<file path="config.mk">
export PLATFORM = sky130hd
export DESIGN_NAME = btn_events
export DESIGN_NICKNAME = d
export VERILOG_FILES = /design/src/rtl/btn_events_pkg.sv /design/src/rtl/btn_events_edge_det.sv /design/src/rtl/btn_events.sv
export SDC_FILE = /design/constraint.sdc
export NUM_CORES = 1
export LEC_CHECK = 0
export BUFFER_PORTS_ARGS = -buffer_cell sky130_fd_sc_hd__buf_4
export CORE_AREA = 2 2 68 70
export CTS_BUF_LIST = sky130_fd_sc_hd__clkbuf_16
export DETAILED_ROUTE_END_ITERATION = 7
export DIE_AREA = 0 0 70 72
export SYNTH_ARGS = -nofsm -noshare
export SYNTH_HDL_FRONTEND = slang
export SYNTH_SLANG_ARGS = --single-unit
export TNS_END_PERCENT = 50
</file>
<file path="constraint.sdc">
create_clock -name clk -period 5.1 [get_ports clk]
set_input_delay 0.765 -clock clk [delete_from_list [all_inputs] [get_ports clk]]
set_output_delay 0.765 -clock clk [all_outputs]
set_load 0.02 [all_outputs]
</file>
<file path="src/rtl/btn_events_pkg.sv">
// Shared definitions for the button event decoder.
//   state_e : decoder states (ARM, IDLE, PRESSED, LONG)
//   CNT_W   : width of the hold/repeat tick counter
//   sat_inc : counter increment that sticks at all-ones instead of wrapping
package btn_events_pkg;

    localparam int CNT_W = 16;

    typedef enum logic [1:0] {
        ARM     = 2'd0,
        IDLE    = 2'd1,
        PRESSED = 2'd2,
        LONG    = 2'd3
    } state_e;

    function automatic logic [CNT_W-1:0] sat_inc(input logic [CNT_W-1:0] v);
        logic [CNT_W-1:0] r;
        if (v == {CNT_W{1'b1}}) begin
            r = v;
        end else begin
            r = v + {{(CNT_W-1){1'b0}}, 1'b1};
        end
        return r;
    endfunction

endpackage

</file>
<file path="src/rtl/btn_events_edge_det.sv">
// Edge detector for the debounced button level.
// Ports:
//   clk, rst_n : clock and asynchronous active-low reset
//   d          : level to watch
//   rise, fall : combinational strobes comparing d against its registered copy
// The registered copy resets to 1 so a level that is already high when reset
// releases is never mistaken for a fresh press.
module edge_det (
    input  logic clk,
    input  logic rst_n,
    input  logic d,
    output logic rise,
    output logic fall
);

    logic btn_q;

    // One-cycle delayed copy of the input level
    always_ff @(posedge clk or negedge rst_n) begin
        if (!rst_n) begin
            btn_q <= 1'b1;
        end else begin
            btn_q <= d;
        end
    end

    assign rise = d & ~btn_q;
    assign fall = ~d & btn_q;

endmodule

</file>
<file path="src/rtl/btn_events.sv">
// Button event decoder: turns a debounced button level into press, short-press,
// long-press and (optionally) auto-repeat pulses, timed in 1 ms tick units.
// Ports:
//   clk, rst_n   : system clock, asynchronous active-low reset
//   ce1ms        : one-clock 1 ms tick enable
//   btn_db       : debounced button level, high = pressed
//   press        : pulse on an accepted press edge
//   short_press  : pulse on release of a hold shorter than LONG_MS ticks
//   long_press   : pulse when a hold reaches LONG_MS ticks
//   repeat_tick  : auto-repeat pulse every REPEAT_MS ticks after a long press
//   held         : high while a hold is in progress
// Optional feature: define BTN_AUTOREPEAT_EN to enable repeat_tick; otherwise
// repeat_tick is constant 0 and the LONG state does not count.
// All outputs are registered; each pulse lags its causing sample by one clock.
module btn_events
    import btn_events_pkg::*;
#(
    parameter int LONG_MS   = 500,
    parameter int REPEAT_MS = 100
) (
    input  logic clk,
    input  logic rst_n,
    input  logic ce1ms,
    input  logic btn_db,
    output logic press,
    output logic short_press,
    output logic long_press,
    output logic repeat_tick,
    output logic held
);

    localparam logic [CNT_W-1:0] LONG_LAST = CNT_W'(LONG_MS - 1);
`ifdef BTN_AUTOREPEAT_EN
    localparam logic [CNT_W-1:0] REP_LAST  = CNT_W'(REPEAT_MS - 1);
`endif

    state_e           state_q;
    logic [CNT_W-1:0] cnt_q;
    logic             press_q;
    logic             short_q;
    logic             long_q;
    logic             rep_q;
    logic             held_q;
    logic             rise_s;
    logic             fall_s;

    edge_det u_edge_det (
        .clk  (clk),
        .rst_n(rst_n),
        .d    (btn_db),
        .rise (rise_s),
        .fall (fall_s)
    );

    // Decoder FSM, tick counter and registered event outputs.
    // In PRESSED and LONG the registered level is known to be 1, so the fall
    // strobe is exactly "btn_db low". Release is tested before the tick so a
    // release coinciding with the LONG_MS-th tick still yields a short press.
    always_ff @(posedge clk or negedge rst_n) begin
        if (!rst_n) begin
            state_q <= ARM;
            cnt_q   <= '0;
            press_q <= 1'b0;
            short_q <= 1'b0;
            long_q  <= 1'b0;
            rep_q   <= 1'b0;
            held_q  <= 1'b0;
        end else begin
            press_q <= 1'b0;
            short_q <= 1'b0;
            long_q  <= 1'b0;
            rep_q   <= 1'b0;
            case (state_q)
                ARM: begin
                    held_q <= 1'b0;
                    if (!btn_db) begin
                        state_q <= IDLE;
                    end else begin
                        state_q <= ARM;
                    end
                end
                IDLE: begin
                    if (rise_s) begin
                        state_q <= PRESSED;
                        cnt_q   <= '0;
                        press_q <= 1'b1;
                        held_q  <= 1'b1;
                    end else begin
                        state_q <= IDLE;
                        held_q  <= 1'b0;
                    end
                end
                PRESSED: begin
                    if (fall_s) begin
                        state_q <= IDLE;
                        short_q <= 1'b1;
                        held_q  <= 1'b0;
                    end else if (ce1ms) begin
                        held_q <= 1'b1;
                        if (cnt_q == LONG_LAST) begin
                            state_q <= LONG;
                            long_q  <= 1'b1;
                            cnt_q   <= '0;
                        end else begin
                            state_q <= PRESSED;
                            cnt_q   <= sat_inc(cnt_q);
                        end
                    end else begin
                        state_q <= PRESSED;
                        held_q  <= 1'b1;
                    end
                end
                LONG: begin
                    if (fall_s) begin
                        state_q <= IDLE;
                        held_q  <= 1'b0;
`ifdef BTN_AUTOREPEAT_EN
                    end else if (ce1ms) begin
                        state_q <= LONG;
                        held_q  <= 1'b1;
                        if (cnt_q == REP_LAST) begin
                            rep_q <= 1'b1;
                            cnt_q <= '0;
                        end else begin
                            cnt_q <= sat_inc(cnt_q);
                        end
`endif
                    end else begin
                        state_q <= LONG;
                        held_q  <= 1'b1;
                    end
                end
                default: begin
                    state_q <= ARM;
                    held_q  <= 1'b0;
                end
            endcase
        end
    end

    assign press       = press_q;
    assign short_press = short_q;
    assign long_press  = long_q;
    assign held        = held_q;
`ifdef BTN_AUTOREPEAT_EN
    assign repeat_tick = rep_q;
`else
    assign repeat_tick = 1'b0;
`endif

endmodule

</file>
After elaboration in Yosys (flattened, before gate mapping)
Index checks and enable logic that the tools add are counted.
{"block": "word_totals", "reg_bits": 23, "out_inout_bits": 5, "in_bits": 4}
{"block": "classes", "mux": 23, "reduce_logical": 4, "n_addsub": 1, "n_bitwise": 4, "eq_ne": 9}
{"operator": "$mux W16", "n": 5}
{"operator": "$pmux W16 S2", "n": 1}
{"operator": "$add A16 B1 Y16 const B", "n": 1}
{"operator": "$eq A16 B16 Y1 const B", "n": 1}
{"operator": "$eq A16 B9 Y1 const B", "n": 1}
{"operator": "$mux W1", "n": 11}
{"operator": "$mux W2", "n": 4}
{"operator": "$pmux W2 S4", "n": 1}
{"operator": "$ne A2 B2 Y1 const B", "n": 3}
{"operator": "$reduce_and A5 Y1", "n": 1}
{"operator": "$eq A2 B2 Y1 const B", "n": 2}
{"operator": "$ne A3 B3 Y1 const B", "n": 1}
{"operator": "$pmux W1 S3", "n": 1}
{"operator": "$and A1 B1 Y1", "n": 2}
{"operator": "$eq A2 B1 Y1 const B", "n": 1}
{"operator": "$logic_not A2 Y1", "n": 1}
{"operator": "$not A1 Y1", "n": 2}
{"operator": "$reduce_bool A2 Y1", "n": 1}
{"operator": "$reduce_or A2 Y1", "n": 1}

Longest topological paths before layout
Gate-level depths: netlist of run 1.
{"block": "logic_depth", "depth_word": 6, "mapped_depth": 7}

Modules after synthesis
A second synthesis of run 1 with hierarchy kept.
{"block": "hier_totals", "hier_cells": 138, "area_unflattened_um2": 1340.0}
{"module": "btn_events", "seq_area_each_um2": 550.5, "cells_each": 135, "n_inst": 1, "area_per_inst_um2": 1298.7}
{"module": "edge_det", "seq_area_each_um2": 26.3, "cells_each": 3, "n_inst": 1, "area_per_inst_um2": 41.3}

Least setup slack after synthesis of run 1
Ideal clock, no wire load.
{"block": "synth_timing", "kind": "input -> register", "startpoint": "input port btn_db", "endpoint": "register cnt_q[10]", "stages": 6, "setup_ns": 0.083, "n_path_buf": 1, "t_arrival_ns": 2.052, "slack_ns": 2.965, "required_time_ns": 5.017, "cell_sequence": "or2b_2 > nand4b_1 > or4_1 > buf_2 > or3_1 > o21ai_0"}
{"block": "synth_via", "elab_chain_cells": 4, "word_cells_on_any_way": 6, "classes_between": "2 x eq/ne; 3 x bitwise; 1 x reduce/logical"}
{"item": "from (decl)", "line_no": "btn_events.sv:24", "source": "input logic btn_db,"}
{"item": "$not A1 Y1", "line_no": "btn_events_edge_det.sv:28", "source": "assign fall = ~d & btn_q;"}
{"item": "$and A1 B1 Y1", "line_no": "btn_events_edge_det.sv:28"}
{"item": "$ne A2 B2 Y1 (no line)"}
{"item": "$reduce_and A5 Y1 (no line) *"}
{"item": "to (signal assigned)", "line_no": "btn_events.sv:106", "source": "cnt_q <= sat_inc(cnt_q);"}
{"item": "to (decl)", "line_no": "btn_events.sv:38", "source": "logic [CNT_W-1:0] cnt_q;"}
Every way passes the cells marked *; elsewhere a longest branch is shown, timed or not.
A chain may end at the register's enable or synchronous reset.

Final worst setup path of run 1
{"block": "layout_timing", "startpoint": "register cnt_q[3]", "endpoint": "register cnt_q[13]"}
{"block": "layout_via", "elab_chain_cells": 6, "word_cells_on_any_way": 10, "classes_between": "1 x add/sub; 3 x eq/ne; 5 x mux; 1 x reduce/logical"}
{"item": "$add A16 B1 Y16", "line_no": "btn_events_pkg.sv:21", "source": "r = v + {{(CNT_W-1){1'b0}}, 1'b1};"}
{"item": "$mux W16", "line_no": "btn_events_pkg.sv:18", "source": "if (v == {CNT_W{1'b1}}) begin"}
{"item": "$mux W16", "line_no": "btn_events.sv:100", "source": "if (cnt_q == LONG_LAST) begin"}
{"item": "$mux W16", "line_no": "btn_events.sv:98", "source": "end else if (ce1ms) begin"}
{"item": "$mux W16", "line_no": "btn_events.sv:94", "source": "if (fall_s) begin"}
{"item": "$pmux W16 S2", "line_no": "btn_events.sv:73", "source": "case (state_q)"}
Several ways; a longest one is shown, not always the timed one. The select of a mux whose other input is x is not followed.

==> results of run 1 <==
## flip-flops by register name, summed over array words and instances, names as in the netlist
register,flops
u_edge_det.btn_q,1
long_press,1
held,1
short_press,1
press,1
cnt_q,16
state_q,2
## layer usage
metal | up-vias | global-route usage [%] | part of all wire (%)
met3 | 5 | 2.78 | 5.0
met4 | 0 | 3.21 | 1.0
li1 | 507 | - | -
met2 | 27 | 19.4 | 49
met5 | - | 0 | 0
met1 | 498 | 15.4 | 45
## layout make-up
type / instances / area (um2) / area share [%]
Clock buffer: 3 / 75.1 / 5.41
Clock inverter: 1 / 3.75 / 0.270
Multi-Input combinational cell: 101 / 593 / 42.7
Inverter: 6 / 22.5 / 1.62
Timing Repair Buffer: 7 / 52.6 / 3.78
Sequential cell: 23 / 577 / 41.5
Tap cell: 52 / 65.1 / 4.68
## path summary, 6_finish.rpt
path                          start               end  slack, ps  depth (start not counted)
min reg2reg                cnt_q[7]          cnt_q[7]        500                          1
max in group asynchronous     rst_n  u_edge_det.btn_q       4420                          1
max                        cnt_q[3]         cnt_q[13]       2670                          5
max reg2reg                cnt_q[3]         cnt_q[13]       2670                          5
min                           rst_n          cnt_q[4]        390                          1
min in group clk           cnt_q[7]          cnt_q[7]        500                          1
## critical path, stage by stage, from the launching register on
cell and delay, ps:
dfrtp_1 430, or4_4 560, nor4_4 670, or4_1 420, or3_1 160, o21ai_0 80
## power groups by stage
| stage | sequential (W) | combinational (W) | clock [W] |
|---|---|---|---|
| finish | 0.000195 | 0.0000406 | 0.000168 |
| global route | 0.000197 | 0.0000453 | 0.000179 |
| CTS | 0.000195 | 0.0000410 | 0.000172 |
| detailed placement | 0.000198 | 0.0000409 | 0 |
| global placement | 0.000198 | 0.0000401 | 0 |
| floorplan | 0.000198 | 0.0000284 | 0 |
## Yosys cell counts
cell type  number
a21oi_1        11
a311oi_1        1
a41oi_1         1
and3_1          1
buf_2           3
buf_4           3
clkbuf_2        1
conb_1          1
dfrtp_1        22
dfstp_2         1
ha_1            1
inv_1           6
nand2_1        14
nand2b_1        2
nand3_1         8
nand3b_1        1
nand4_1         4
nand4_2         1
nand4b_1        1
nand4bb_2       1
nor2_1          9
nor2_2          1
nor3_1          7
nor4_1          1
nor4_2          2
nor4_4          1
o21ai_0         7
o21ai_1        12
o22a_2          1
o41ai_1         2
or2b_2          1
or3_1           6
or3_2           1
or4_1           1
or4_4           1
## metrics by stage
step | total power [W] | hold WS, ps | setup WS [ps]
2_1_floorplan | 0.000227 | 461 | 2970
3_3_place_gp | 0.000238 | 487 | 2710
3_5_place_dp | 0.000239 | 489 | 2680
4_1_cts | 0.000408 | 407 | 2710
5_1_grt | 0.000422 | 415 | 2540
6_report | 0.000404 | 393 | 2670
## cell families (layout without fill, tap and decap cells)
family	Yosys count	after routing	synth area share [%]
and+or+nand+nor	64	64	30.9
adders and majority gates	1	1	1.01
AOI/OAI and AO/OA	35	35	15.8
other	1	1	0.304
buffers and inverters	13	17	5.27
DFF	23	23	46.7
==> run_results.csv, run 1 <==
group,metric,value,unit
finish,layoutNonFillerInstCount,193,
route,drt_pre_antenna_iters,4,
min_path,hold_path_class,"input port to async pin",
route,routed_wl,2660,um
placement,place_hpwl,1810,um
placement,globalplace.congestion,0.872,
setup_path,path_max_fanout,12,
die,initial_utilization,29.0,%
die,die_x,70,um
route,drt-initial-drc-count,79,
finish,fin_util,32.6,%
sta,tightest_slew,728,ps
die,die_area,5040,um2
sta,finalHoldViolCount,0,
pwr,clkPwrFrac,41.5,%
logic_synthesis,syn-num-nets,142,
sta,period_share,47.7,%
pwr,vdd_drop_max,0.118,mV
cts,clock_latency,260,ps
finish,final_common_cell,"dfrtp_1",
die,row_count,24,
sta,fin_setup_tns,0,ps
route,vias,1037,
logic_synthesis,yosys-top-cells-area,"dfrtp_1 45%, o21ai_1 4.9%, a21oi_1 4.5%",
cts,cts_tree,"done",
logic_synthesis,syn_area,1230,um2
logic_synthesis,synth_cell_types,35,
pwr,leakage,0.542,nW
route,wl_per_cell,13.8,um
global_routing,grt_pass1_wl,4750,um
finish,antenna_cells,0,
run,max-cap-violations,0,
pwr,intPower,0.000308,W
sta,drv_slew,0,
status,outcome,"complete, no violations",
cts,cts.sinks,23,
pwr,power.density,291,nW/um2
global_routing,grt_pass1_vias,1003,
die,io-pin-count,9,
cts,path_clk_slew,60,ps
logic_synthesis,ys_seq_area_share,46.7,%
route,vias_per_cell,5.37,
logic_synthesis,yosys.area.top_type,"dfrtp_1",
logic_synthesis,ys_warn_count,0,
cts,ctsHoldBuffers,0,
sta,skew,2.22,ps
route,drc_errors,0,
global_routing,grt_overflow,0,
pwr,p_sw,0.0000959,W
setup_path,worstPathRequired,5230,ps
sta,setup_viol,0,
cts,ctsRootBufferMaster,"clkbuf_16",
sta,fin_crit,2430,ps
placement,place_inst,189,
cts,cts_inserted_buffers,3,
sta,grt_setup_unrepaired,"no",
finish,final_cell_mix,"22 x dfrtp_1, 14 x nand2_1, 12 x o21ai_1",
global_routing,grt_max_degree,24,
sta,fmax,411,MHz
pwr,comb_power_share,10.1,%
die,die_h,72,um
global_routing,antenna_found_initial,0,
logic_synthesis,netlist.area_leader.share,44.6,%
cts,cts_resized,0,
setup_path,start_kind,"flop",
pwr,pwr-share-seq,48.4,%
placement,portBuffers,7,
finish,nets,147,
setup_path,endpoint_kind,"flop",
route,antenna_left,0,
logic_synthesis,yosys_register_bits,23,
finish,drive_gt1_share,14.9,%
setup_path,worstPathArrival,2570,ps
finish,fill_cells,450,
die,core_area,4260,um2
cts,clk_path_buf_depth,2,
placement,placed_area,1310,um2
cts,post-cts-setup-buffers,0,
finish,area_growth,12.5,%
cts,htree_levels,1,
logic_synthesis,postSynthCellCount,137,
logic_synthesis,syn_area_per_cell,9.01,um2
setup_path,critPathKind,"flop to flop",
finish,final_cell_area,1390,um2
sta,max_slew_margin,51.1,%
global_routing,grt.total_usage,11.7,%
pwr,switching_share,23.8,%
No activity file was read; power rests on OpenSTA's default activity.
==> inputs of run 2 (changes only) <==
Clock period 5.1 ns to 2.2 ns, I/O delays scaled along.
==> run 2 against run 1 <==
  * Non-clock buffer count is 7 higher
  * First-iteration DRC count shrank 37%
  * Die area unchanged
  * Combinational power grew to 2.6 times the previous value
  * Via count grew 4.2%
  * Critical path type unchanged
  * Largest cell class unchanged
==> run_results.csv, run 2 (same netlist as run 1, synthesis figures left out) <==
group,metric,value,unit
pwr,p_sw,0.000223,W
finish,antenna_cells,0,
pwr,power.density,641,nW/um2
setup_path,cp_slowest_cell,"or4_4",
finish,nets,154,
die,die_x,70,um
pwr,pwr-share-seq,48.1,%
pwr,vdd_drop_max,0.259,mV
placement,globalplace.congestion,0.829,
finish,area_growth,19.3,%
sta,drv_slew,0,
sta,finalHoldViolCount,0,
route,highest_layer,"met4",
sta,fmax,495,MHz
route,routed_wl,2750,um
placement,portBuffers,7,
sta,grt_setup_unrepaired,"no",
finish,largest-register,"cnt_q",
finish,layoutNonFillerInstCount,200,
global_routing,grt_overflow,0,
placement,place_hpwl,1950,um
setup_path,start_kind,"flop",
finish,largest_register_ffs,16,
setup_path,path_max_fanout,9,
global_routing,grt_max_degree,24,
setup_path,worstPathRequired,2370,ps
global_routing,grt_pass1_wl,4720,um
global_routing,antenna_found_initial,0,
global_routing,grt.total_usage,11.5,%
sta,fin_crit,2020,ps
min_path,hold_path_class,"input port to flop",
cts,ctsRootBufferMaster,"clkbuf_16",
route,drc_errors,0,
route,dr_wl_met2,1330,um
route,antenna_left,0,
setup_path,endpoint_kind,"flop",
global_routing,grt_pass1_vias,995,
route,vias_per_cell,5.41,
die,die_area,5040,um2
pwr,comb_power_share,11.0,%
route,m1WireLength,1270,um
setup_path,worstPathArrival,2190,ps
sta,skew,2.97,ps
die,row_count,24,
status,outcome,"complete, no violations",
route,drt_pre_antenna_iters,4,
placement,place_inst,195,
sta,period_share,91.8,%
pwr,intPower,0.000720,W
die,io-pin-count,9,
setup_path,path_cells,"ha_1 > nand4bb_2 > nor4_4 > or4_4 > or3_1 > o21ai_0",
run,max-cap-violations,0,
pwr,switching_share,23.6,%
setup_path,critPathKind,"flop to flop",
route,wl_per_cell,13.7,um
die,core_area,4260,um2
pwr,clkPwrFrac,40.9,%
route,vias,1081,
cts,path_clk_slew,60,ps
cts,clock_latency,250,ps
setup_path,slowest_delay,610,ps
finish,drive_gt1_share,18.9,%
route,drt-initial-drc-count,50,
sta,setup_viol,0,
finish,final_common_cell,"dfrtp_1",
cts,cts.sinks,23,
cts,clk_path_buf_depth,2,
finish,final_cell_mix,"22 x dfrtp_1, 14 x nand2_1, 13 x buf_4",
finish,reg.largest.list,"cnt_q: 16 flops, state_q: 2 flops",
cts,cts_inserted_buffers,3,
route,wl_met3,108,um
die,die_h,72,um
pwr,leakage,0.595,nW
cts,cts_tree,"done",
die,initial_utilization,29.0,%
cts,htree_levels,1,
sta,fin_setup_tns,0,ps
## run 2: cell count changes in the layout (fill, tap and decap cells not counted)
cell,delta
o22a_4,+1
or4_4,+1
nor4_4,+2
o22a_2,-1
dlygate4sd3_1,+1
nor4_2,-2
buf_4,+6
or4_1,-1
## run 2: through the flow
stage	utilization [%]	setup WS, ps	total power, W	hold WS (ps)	cell area (um2)
floorplan	-	266	0.000525	34.4	1230
global placement	31.8	137	0.000557	239	1360
detailed placement	31.8	64.5	0.000561	246	1360
CTS	33.9	42.6	0.000954	195	1440
global route	34.5	75.8	0.000995	190	1470
finish	34.5	180	0.000944	199	1470
## run 2: critical path, delay by kind of cell, from the launching register on
kind / cells / cell delay [ps]
DFF: 1 / 410
adders and majority gates: 1 / 270
and+or+nand+nor: 4 / 1160
AOI/OAI and AO/OA: 1 / 90
## run 2: area by class of cell
class | count | area (um2)
inverters | 6 | 22.5
fillers | 459 | 2790
repair buffers | 14 | 108
clock inverters | 1 | 3.75
multi-input cells | 101 | 622
flip-flops and latches | 23 | 577
well taps | 52 | 65.1
clock buffers | 3 | 75.1
## run 2: power groups by stage
stage                     clock network (W)  logic [W]  registers [W]
after floorplan                           0  0.0000658       0.000460
after global placement                    0  0.0000973       0.000460
after CTS                          0.000399   0.000102       0.000453
after global routing               0.000421   0.000118       0.000456
after detailed placement                  0   0.000100       0.000460
final                              0.000386   0.000104       0.000454
## run 2: layer usage
layer | vias to the layer above | GRT usage (%)
met2 | 21 | 19.3
met3 | 5 | 2.22
met5 | - | 0
met1 | 532 | 15.0
met4 | 0 | 3.85
li1 | 523 | -
## run 2: worst paths after layout
check | start | end | slack, ps | cells past startpoint
worst max register to register | cnt_q[0] | cnt_q[13] | 180 | 6
worst min-delay path | btn_db | u_edge_det.btn_q | 200 | 1
worst min register to register | cnt_q[7] | cnt_q[7] | 500 | 1
min in group asynchronous | rst_n | short_press | 510 | 2
max in group asynchronous | rst_n | u_edge_det.btn_q | 1420 | 2
worst max-delay path | cnt_q[0] | cnt_q[13] | 180 | 6
## run 2: timing repair
item	CTS	global route
endpoints found under the hold margin	22	0
buffers inserted	0	0
hold buffers	1	0
gates resized for setup	0	4
endpoints found under the setup margin	0	11
